==> config.mk <==
export PLATFORM = sky130hd
export DESIGN_NAME = tt_um_jleugeri_ttt_accumulator
export DESIGN_NICKNAME = d
export VERILOG_FILES = /design/src/rtl/tt_um_jleugeri_ttt_accumulator.sv
export SDC_FILE = /design/constraint.sdc
export NUM_CORES = 1
export LEC_CHECK = 0
export CAP_MARGIN = 20
export CELL_PAD_IN_SITES_DETAIL_PLACEMENT = 1
export CELL_PAD_IN_SITES_GLOBAL_PLACEMENT = 2
export CORE_MARGIN = 5
export CORE_UTILIZATION = 30
export CTS_BUF_LIST = sky130_fd_sc_hd__clkbuf_4 sky130_fd_sc_hd__clkbuf_8
export DETAILED_ROUTE_END_ITERATION = 7
export GPL_TIMING_DRIVEN = 0
export PLACE_DENSITY = 0.63
export SLEW_MARGIN = 25
export SYNTH_ARGS = -nofsm -noshare
export SYNTH_HDL_FRONTEND = slang
export SYNTH_SLANG_ARGS = --single-unit
==> constraint.sdc <==
create_clock -name clk -period 8.5 [get_ports clk]
set_input_delay 2.55 -clock clk [delete_from_list [all_inputs] [get_ports clk]]
set_output_delay 2.55 -clock clk [all_outputs]
set_load 0.01 [all_outputs]
==> src/rtl/tt_um_jleugeri_ttt_accumulator.sv <==
// Token accumulator with threshold-based fire scan.
//
// Each processor owns a saturating good/bad token counter pair and a good/bad threshold pair.
// In IDLE, signed token deltas are accepted one per cycle and added to the target's counters
// with clamping to [0, 2^TOKEN_BITS-1]. A scan pass walks all processors in index order. A
// processor fires when good >= good_thr and bad < bad_thr. A firing processor is offered on
// fire_valid/fire_id until the consumer accepts it, and its counters then clear.
//
// Ports:
//   clk, reset                   clock, synchronous active-high reset
//   in_valid/in_ready            token-delta handshake (ready only in IDLE)
//   in_target_id                 processor receiving the delta
//   in_new_good/bad_tokens       signed deltas
//   scan_start                   start a scan pass (IDLE only)
//   prog_we/sel/processor_id/value  threshold write port (any state)
//   fire_valid/fire_ready/fire_id   firing-processor handshake
//   scan_done                    one-cycle pulse after the pass completes
module tt_um_jleugeri_ttt_accumulator #(
  parameter int NUM_PROCESSORS = 4,
  parameter int NEW_TOKEN_BITS = 4,
  parameter int TOKEN_BITS     = 8,
  localparam int IW            = $clog2(NUM_PROCESSORS)
) (
  input  logic                      clk,
  input  logic                      reset,
  input  logic                      in_valid,
  output logic                      in_ready,
  input  logic [IW-1:0]             in_target_id,
  input  logic [NEW_TOKEN_BITS-1:0] in_new_good_tokens,
  input  logic [NEW_TOKEN_BITS-1:0] in_new_bad_tokens,
  input  logic                      scan_start,
  input  logic                      prog_we,
  input  logic                      prog_sel,
  input  logic [IW-1:0]             prog_processor_id,
  input  logic [TOKEN_BITS-1:0]     prog_value,
  output logic                      fire_valid,
  input  logic                      fire_ready,
  output logic [IW-1:0]             fire_id,
  output logic                      scan_done
);

  // Two guard bits: one for the sign, one for overflow above the counter range.
  localparam int SW = TOKEN_BITS + 2;
  localparam logic signed [SW-1:0] MaxSum = SW'((64'd1 << TOKEN_BITS) - 64'd1);
  localparam logic [IW-1:0] LastIdx = IW'(NUM_PROCESSORS - 1);
  localparam logic [TOKEN_BITS-1:0] ThrReset = TOKEN_BITS'(1);

  typedef enum logic [0:0] {StIdle, StScan} state_e;

  state_e                state_q, state_d;
  logic [IW-1:0]         idx_q, idx_d;
  logic                  scan_done_q, scan_done_d;
  logic [TOKEN_BITS-1:0] good_q     [NUM_PROCESSORS];
  logic [TOKEN_BITS-1:0] good_d     [NUM_PROCESSORS];
  logic [TOKEN_BITS-1:0] bad_q      [NUM_PROCESSORS];
  logic [TOKEN_BITS-1:0] bad_d      [NUM_PROCESSORS];
  logic [TOKEN_BITS-1:0] good_thr_q [NUM_PROCESSORS];
  logic [TOKEN_BITS-1:0] good_thr_d [NUM_PROCESSORS];
  logic [TOKEN_BITS-1:0] bad_thr_q  [NUM_PROCESSORS];
  logic [TOKEN_BITS-1:0] bad_thr_d  [NUM_PROCESSORS];
  logic                  fire_now;

  function automatic logic [TOKEN_BITS-1:0] sat_add(input logic [TOKEN_BITS-1:0]     cnt,
                                                    input logic [NEW_TOKEN_BITS-1:0] delta);
    logic signed [SW-1:0] sum;
    sum = $signed({2'b00, cnt}) + SW'($signed(delta));
    if (sum < 0) begin
      return '0;
    end else if (sum > MaxSum) begin
      return '1;
    end
    return sum[TOKEN_BITS-1:0];
  endfunction

  // Evaluated on registered values only, so the offered fire_id is stable while stalled.
  assign fire_now = (state_q == StScan) &&
                    (good_q[idx_q] >= good_thr_q[idx_q]) &&
                    (bad_q[idx_q] < bad_thr_q[idx_q]);

  assign in_ready   = (state_q == StIdle);
  assign fire_valid = fire_now;
  assign fire_id    = fire_now ? idx_q : '0;
  assign scan_done  = scan_done_q;

  always_comb begin
    state_d     = state_q;
    idx_d       = idx_q;
    scan_done_d = 1'b0;
    good_d      = good_q;
    bad_d       = bad_q;
    good_thr_d  = good_thr_q;
    bad_thr_d   = bad_thr_q;

    unique case (state_q)
      StIdle: begin
        if (in_valid) begin
          good_d[in_target_id] = sat_add(good_q[in_target_id], in_new_good_tokens);
          bad_d[in_target_id]  = sat_add(bad_q[in_target_id], in_new_bad_tokens);
        end
        if (scan_start) begin
          state_d = StScan;
          idx_d   = '0;
        end
      end
      StScan: begin
        // A firing index only advances on the fire handshake.
        if (!fire_now || fire_ready) begin
          if (fire_now) begin
            good_d[idx_q] = '0;
            bad_d[idx_q]  = '0;
          end
          if (idx_q == LastIdx) begin
            state_d     = StIdle;
            idx_d       = '0;
            scan_done_d = 1'b1;
          end else begin
            idx_d = idx_q + IW'(1);
          end
        end
      end
      default: begin
        state_d = StIdle;
        idx_d   = '0;
      end
    endcase

    if (prog_we) begin
      if (prog_sel) begin
        bad_thr_d[prog_processor_id] = prog_value;
      end else begin
        good_thr_d[prog_processor_id] = prog_value;
      end
    end
  end

  always_ff @(posedge clk) begin
    if (reset) begin
      state_q     <= StIdle;
      idx_q       <= '0;
      scan_done_q <= 1'b0;
      for (int i = 0; i < NUM_PROCESSORS; i++) begin
        good_q[i]     <= '0;
        bad_q[i]      <= '0;
        good_thr_q[i] <= ThrReset;
        bad_thr_q[i]  <= ThrReset;
      end
    end else begin
      state_q     <= state_d;
      idx_q       <= idx_d;
      scan_done_q <= scan_done_d;
      good_q      <= good_d;
      bad_q       <= bad_d;
      good_thr_q  <= good_thr_d;
      bad_thr_q   <= bad_thr_d;
    end
  end

endmodule

==> impl_metrics.py, run 1 <==
metrics = {
    "critical_path": {
        "reg2reg_from": "idx_q[1]$_SDFFE_PP0P_",
        "worstPathRequired_ps": 5950,
        "cp.arrival_ps": 4920,
        "start_kind": "flop",
        "cp_max_fo": 10,
        "rrSetupSlack_ps": 4390,
        "worstReg2RegEnd": "bad_q[9]$_SDFFE_PP0P_",
        "cp_slowest_cell": "clkdlybuf4s50_1",
        "cpPeakStageDelay_ps": 670,
        "critPathMostFrequentCell": "buf_6",
        "reg2reg_depth": 11,
        "crit_path_end_kind": "primary output",
        "critPathBufInv": 6,
        "criticalPathCategory": "reg -> out",
        "cp_cell_sequence": "buf_6 -> clkbuf_1 -> buf_2 -> mux4_2 -> ha_1 -> inv_1 -> o21ai_0 -> o32ai_4 -> buf_6 -> nor4_1 -> clkdlybuf4s50_1",
        "crit_family": "buffers and inverters",
    },
    "floorplanning": {
        "rows": 58,
        "start_util_pct": 30.2,
        "pin_count": 32,
        "die_w_um": 169,
        "die_area_sq_mm": 0.0284,
        "core-area_sq_mm": 0.0250,
        "fp.dieH_um": 169,
    },
    "min_path": {
        "min-delay-start": "bad_thr_q[31]$_SDFFE_PP0P_",
        "hold-path-cell-count": 2,
        "min_to": "bad_thr_q[31]$_SDFFE_PP0P_",
        "hold_path_class": "reg -> reg",
    },
    "cts": {
        "htreeDepth": 4,
        "post_cts_resized": 0,
        "cts-root-buf": "clkbuf_8",
        "post_cts_buffers": 0,
        "holdBufCountCts": 0,
        "cts_sinks": 132,
        "clkTransAtPathRegs_ps": 80,
        "clock_latency_ps": 450,
        "cts_tree": "built",
        "clockBufferDepth": 2,
        "cts_made_buffers": 17,
    },
    "logic_synthesis": {
        "synth_fp_nets": 861,
        "synth_area_sq_mm": 0.00755,
        "yosys-top-cells-count": "nand2_1, dfxtp_1, a21oi_1",
        "async_flop_share_pct": 0,
        "yosysWarnings": 0,
        "avgSynthCellArea_sq_um": 9.49,
        "synth_edf_count": 0,
        "yosysMostFrequentCell": "nand2_1",
        "synth_cells": 795,
        "synth_top_area_share_pct": 35.0,
        "ys_types": 65,
        "synth_top_cell_by_area": "dfxtp_1",
        "ys_ff_latch": 132,
        "yosysSeqAreaShare_pct": 35.0,
        "ys.flop_type": "dfxtp_1",
        "ys_top_cells_by_area": "dfxtp_1, mux4_2, nand2_1",
    },
    "sta": {
        "fin_crit_ps": 7470,
        "maxSlewHeadroom_pct": 39.6,
        "tightest_slew_ps": 907,
        "hold_viol": 0,
        "fin_skew_ps": 14.6,
        "finalSetupViolations": 0,
        "tns_ps": 0,
        "slew_viol_final": 0,
        "rsz0062_at_grt": "no",
        "fin_ws_ps": 1030,
        "post-route-period-util_pct": 87.9,
        "clock.fmax_mhz": 134,
    },
    "power_and_ir_drop": {
        "internal_power_w": 0.00109,
        "switchingPower_w": 0.000424,
        "p_comb_share_pct": 15.7,
        "swShare_pct": 28.1,
        "p_leak_nw": 3.07,
        "seq_power_share_pct": 42.6,
        "p_per_area_mw_per_mm2": 175,
        "clkPwrFrac_pct": 41.7,
        "finalPower_w": 0.00151,
        "peakVddDrop_mv": 0.0845,
    },
    "drt": {
        "wire_per_inst_um": 21.6,
        "dr_total_vias": 6369,
        "drtIter0Drc": 358,
        "routed_wl_mm": 25.4,
        "viasPerCell": 5.41,
        "firstDrtPassIters": 4,
        "ant_nets": 0,
        "drc": 0,
    },
    "layout": {
        "fin_nets": 900,
        "drive_gt1_share_pct": 14.8,
        "area_growth_pct": 14.4,
        "antennaDiodeCount": 0,
        "layout.cells.non_filler": 1177,
    },
    "place": {
        "globalplace.congestion": 0.827,
        "port_buffers": 20,
        "hpwl_mm": 19.0,
        "dp.cells": 1145,
        "pre_cts_slack_ps": 1400,
    },
    "grt": {
        "antenna_found_initial": 0,
        "grt_pass1_wl_mm": 39.5,
        "grt_pass1_vias": 6847,
        "globalRouteTotalUtil_pct": 18.0,
        "grt_max_degree": 17,
        "overflow": 0,
    },
    "outcome": {
        "status": "completed",
    },
    "flow_run": {
        "cap_viol_max_count": 0,
    },
}
## power groups by stage
stage / clock network (W) / logic, W / registers [W]
6_report: 0.000629 / 0.000237 / 0.000644
5_1_grt: 0.000662 / 0.000260 / 0.000646
4_1_cts: 0.000639 / 0.000240 / 0.000644
3_5_place_dp: 0 / 0.000239 / 0.000658
3_3_place_gp: 0 / 0.000232 / 0.000657
2_1_floorplan: 0 / 0.000164 / 0.000655
## cell families (layout without fill, tap and decap cells)
family                     count (synthesis)  count (layout)  synth area share [%]
adders and majority gates                 39              39                  6.66
AOI/OAI and AO/OA                        227             227                  23.3
buffers and inverters                     88             140                  5.25
and+or+nand+nor                          254             254                  14.9
xor gates and xnor gates                   9               9                  1.14
muxes                                     46              46                  13.7
DFF                                      132             132                  35.0
## tightest hold or removal path: stages (launching register included)
cell and delay [ps]:
dfxtp_1 310, nand2_1 50, a21oi_1 50
## state kept, by name (all words and copies together), names as in the netlist
signal	flops
bad_thr_q	32
good_thr_q	32
bad_q	32
state_q	1
scan_done	1
idx_q	2
good_q	32
## how the worst max path moves through the flow
stage | from | endpoint | slack, ps | depth (start not counted)
2_1_floorplan | in_target_id[0] | good_q[17]$_SDFFE_PP0P_ | 2860 | 12
3_3_place_gp | in_target_id[0] | good_q[27]$_SDFFE_PP0P_ | 1540 | 12
3_5_place_dp | in_target_id[0] | good_q[3]$_SDFFE_PP0P_ | 1400 | 12
4_1_cts | idx_q[1]$_SDFFE_PP0P_ | fire_id[0] | 1030 | 11
5_1_grt | idx_q[1]$_SDFFE_PP0P_ | fire_id[0] | 760 | 12
6_report | idx_q[1]$_SDFFE_PP0P_ | fire_id[0] | 1030 | 11
## metrics by stage
step | utilization (%) | hold slack [ps] | cell area [sq um]
detailed placement | 32.7 | 447 | 8170
global route | 34.6 | 472 | 8640
CTS | 34.6 | 458 | 8640
global placement | 32.7 | 439 | 8160
floorplan | - | 433 | 7550
finish | 34.6 | 456 | 8640
## cell type report
type                            instances  area [sq um]
Inverter                               39           148
Multi-Input combinational cell        575          4520
Tap cell                              330           413
Clock inverter                         13           205
Fill cell                            2887         16300
Sequential cell                       132          2640
Buffer                                 49           249
Clock buffer                           19           262
Timing Repair Buffer                   20           200
## cells in the final DEF, fill, tap and decap left out, drive strengths merged, types with 4 or more instances in the layout
| cell | instances |
|---|---|
| xnor2 | 6 |
| nor2 | 32 |
| bufinv | 5 |
| a21o | 11 |
| a211oi | 5 |
| a22o | 40 |
| and3 | 5 |
| nor3 | 4 |
| a21oi | 78 |
| mux4 | 46 |
| o22ai | 9 |
| nand2 | 149 |
| dfxtp | 132 |
| nand4 | 4 |
| ha | 37 |
| clkdlybuf4s50 | 20 |
| buf | 35 |
| and2 | 4 |
| nor2b | 7 |
| inv | 38 |
| o2bb2ai | 19 |
| nand3 | 26 |
| o21a | 4 |
| o21ai | 12 |
| clkbuf | 33 |
| nand2b | 7 |
| clkinv | 6 |
| o2111ai | 18 |
| or3 | 5 |
| o211ai | 11 |
## per-layer routing
layer	GRT usage (%)	up-vias	part of all wire, %
met5	0	-	0
li1	-	3029	-
met4	5.61	0	1.8
met2	31.1	123	49
met1	23.3	3191	46
met3	2.55	26	3.2
Power figures use the tool's default switching activity.
==> inputs of run 2 (changes only) <==
--- a/config.mk
+++ b/config.mk
@@ -5,7 +5,7 @@
 export SDC_FILE = /design/constraint.sdc
 export NUM_CORES = 1
 export LEC_CHECK = 0
-export CAP_MARGIN = 20
+export CAP_MARGIN = 0
 export CELL_PAD_IN_SITES_DETAIL_PLACEMENT = 1
 export CELL_PAD_IN_SITES_GLOBAL_PLACEMENT = 2
 export CORE_MARGIN = 5
==> constraint.sdc (replaced) <==
create_clock -name clk -period 8.7 [get_ports clk]
set_input_delay 2.61 -clock clk [delete_from_list [all_inputs] [get_ports clk]]
set_output_delay 2.61 -clock clk [all_outputs]
set_load 0.01 [all_outputs]
==> results of run 2 <==
The final DEF is identical to that of run 1. Status: completed.
Among the figures that moved: setup slack after placement 1400 ps -> 1540 ps; setup slack after layout 1030 ps -> 1170 ps; register-to-register setup slack 4390 ps -> 4590 ps; total power 0.00151 W -> 0.00148 W; worst IR drop on VDD 0.0845 mV -> 0.0826 mV
==> inputs of run 3 (changes only) <==
--- a/config.mk
+++ b/config.mk
@@ -11,9 +11,11 @@
 export CORE_MARGIN = 5
 export CORE_UTILIZATION = 30
 export CTS_BUF_LIST = sky130_fd_sc_hd__clkbuf_4 sky130_fd_sc_hd__clkbuf_8
+export CTS_CLUSTER_SIZE = 8
 export DETAILED_ROUTE_END_ITERATION = 7
+export DONT_BUFFER_PORTS = 1
 export GPL_TIMING_DRIVEN = 0
-export PLACE_DENSITY = 0.63
+export PLACE_DENSITY = 0.6
 export SLEW_MARGIN = 25
 export SYNTH_ARGS = -nofsm -noshare
 export SYNTH_HDL_FRONTEND = slang
==> impl_metrics.py, run 3 (synthesized netlist as in run 1, its figures left out) <==
metrics = {
    "critical_path": {
        "start_kind": "flop",
        "crit_family": "buffers and inverters",
        "cp_cell_sequence": "buf_6 -> clkbuf_1 -> buf_2 -> mux4_2 -> inv_1 -> ha_1 -> a21o_1 -> a21oi_1 -> o22ai_1 -> or2_2 -> nor4_1",
        "criticalPathCategory": "reg -> out",
        "cp_slowest_cell": "clkbuf_1",
        "cp.arrival_ps": 4200,
        "worstPathRequired_ps": 6090,
        "cpPeakStageDelay_ps": 600,
        "critPathBufInv": 4,
        "cp_max_fo": 10,
        "crit_path_end_kind": "primary output",
    },
    "sta": {
        "fin_crit_ps": 6810,
        "tightest_slew_ps": 878,
        "hold_viol": 0,
        "fin_skew_ps": 19.5,
        "post-route-period-util_pct": 78.2,
        "slew_viol_final": 0,
        "hold_ws_ps": 460,
        "rsz0062_at_grt": "no",
        "maxSlewHeadroom_pct": 41.5,
        "finalSetupViolations": 0,
        "tns_ps": 0,
        "clock.fmax_mhz": 147,
    },
    "cts": {
        "cts_sinks": 132,
        "clockBufferDepth": 2,
        "post_cts_resized": 0,
        "cts_made_buffers": 17,
        "holdBufCountCts": 0,
        "htreeDepth": 4,
        "clock_latency_ps": 450,
        "cts_tree": "built",
        "cts-root-buf": "clkbuf_8",
        "clkTransAtPathRegs_ps": 80,
        "post_cts_buffers": 0,
    },
    "floorplanning": {
        "core-area_sq_mm": 0.0250,
        "die_w_um": 169,
        "fp.dieH_um": 169,
        "die_area_sq_mm": 0.0284,
        "start_util_pct": 30.2,
        "pin_count": 32,
        "rows": 58,
    },
    "layout": {
        "fin_nets": 880,
        "stdcell_area_sq_mm": 0.00846,
        "drive_gt1_share_pct": 15.1,
        "area_growth_pct": 12.0,
        "fill_cells": 2926,
        "layout.cells.non_filler": 1157,
        "seqCellArea_sq_mm": 0.00264,
        "final_cell_mix": "nand2_1, dfxtp_1, a21oi_1",
        "antennaDiodeCount": 0,
        "multiInputGateArea_sq_mm": 0.00452,
        "layout_commonest_cell": "nand2_1",
    },
    "min_path": {
        "hold_path_class": "reg -> reg",
    },
    "drt": {
        "wire_per_inst_um": 21.8,
        "drtIter0Drc": 481,
        "dr_total_vias": 6356,
        "viasPerCell": 5.49,
        "ant_nets": 0,
        "firstDrtPassIters": 5,
        "routed_wl_mm": 25.2,
        "drc": 0,
    },
    "place": {
        "hpwl_mm": 19.1,
        "post_dp_cell_area_sq_mm": 0.00797,
        "globalplace.congestion": 0.858,
        "port_buffers": 0,
        "dp.cells": 1125,
    },
    "power_and_ir_drop": {
        "p_per_area_mw_per_mm2": 176,
        "peakVddDrop_mv": 0.0768,
        "p_leak_nw": 3.02,
        "finalPower_w": 0.00148,
    },
    "grt": {
        "grt_max_degree": 17,
        "antenna_found_initial": 0,
        "grt_pass1_wl_mm": 39.4,
        "globalRouteTotalUtil_pct": 17.9,
        "overflow": 0,
        "grt_pass1_vias": 6773,
    },
    "outcome": {
        "status": "completed",
    },
    "flow_run": {
        "cap_viol_max_count": 0,
    },
}
-- run 3: cell count changes in the layout (fill, tap and decap cells not counted), sizes merged --
cell and change:
bufinv +1, clkbuf +1, clkdlybuf4s50 -20, clkinv +1, clkinvlp -3
-- run 3: cell type report --
type                            instances  share of cell area [%]
Buffer                                 49                    2.94
Clock buffer                           20                    3.03
Clock inverter                         12                    2.71
Inverter                               39                    1.75
Multi-Input combinational cell        575                    53.4
Sequential cell                       132                    31.2
Tap cell                              330                    4.88
-- run 3: power by group --
part	total, W	switching, W	internal [W]
logic	0.000221	0.000141	0.0000799
registers	0.000630	0.0000106	0.000619
clock network	0.000635	0.000253	0.000381
total	0.00148	0.000405	0.00108
-- run 3: worst register-to-register path, stage by stage (launching register included) --
cell      delay, ps
dfxtp_1         430
buf_6           180
clkbuf_1        600
buf_2           470
mux4_2          400
inv_1            80
ha_1            240
a21o_1          170
a21oi_1         150
o22ai_1         160
or3_1           450
o21a_1          290
buf_6           200
a22o_1          250
-- run 3: path summary, 6_finish.rpt --
kind	cells after the start	slack (ps)	start	to
setup / recovery	11	1890	idx_q[1]$_SDFFE_PP0P_	fire_id[1]
hold / removal	2	460	good_thr_q[20]$_SDFFE_PP0P_	good_thr_q[20]$_SDFFE_PP0P_
setup reg to reg	13	4520	idx_q[1]$_SDFFE_PP0P_	good_q[30]$_SDFFE_PP0P_
hold reg to reg	2	460	good_thr_q[20]$_SDFFE_PP0P_	good_thr_q[20]$_SDFFE_PP0P_
-- run 3: routing by layer --
layer	GRT usage, %	vias up	share of wire, %
li1	-	2985	-
met1	22.4	3237	44
met2	32.5	113	51
met3	2.76	21	3.0
met4	4.06	0	1.2
met5	0	-	0
-- run 3: stage by stage --
| step | setup WS, ps | utilization, % |
|---|---|---|
| final | 1890 | 33.9 |
| after global routing | 1640 | 33.9 |
| after CTS | 1800 | 33.9 |
| after detailed placement | 2230 | 31.9 |
| after global placement | 2310 | 31.9 |
| after floorplan | 3000 | - |
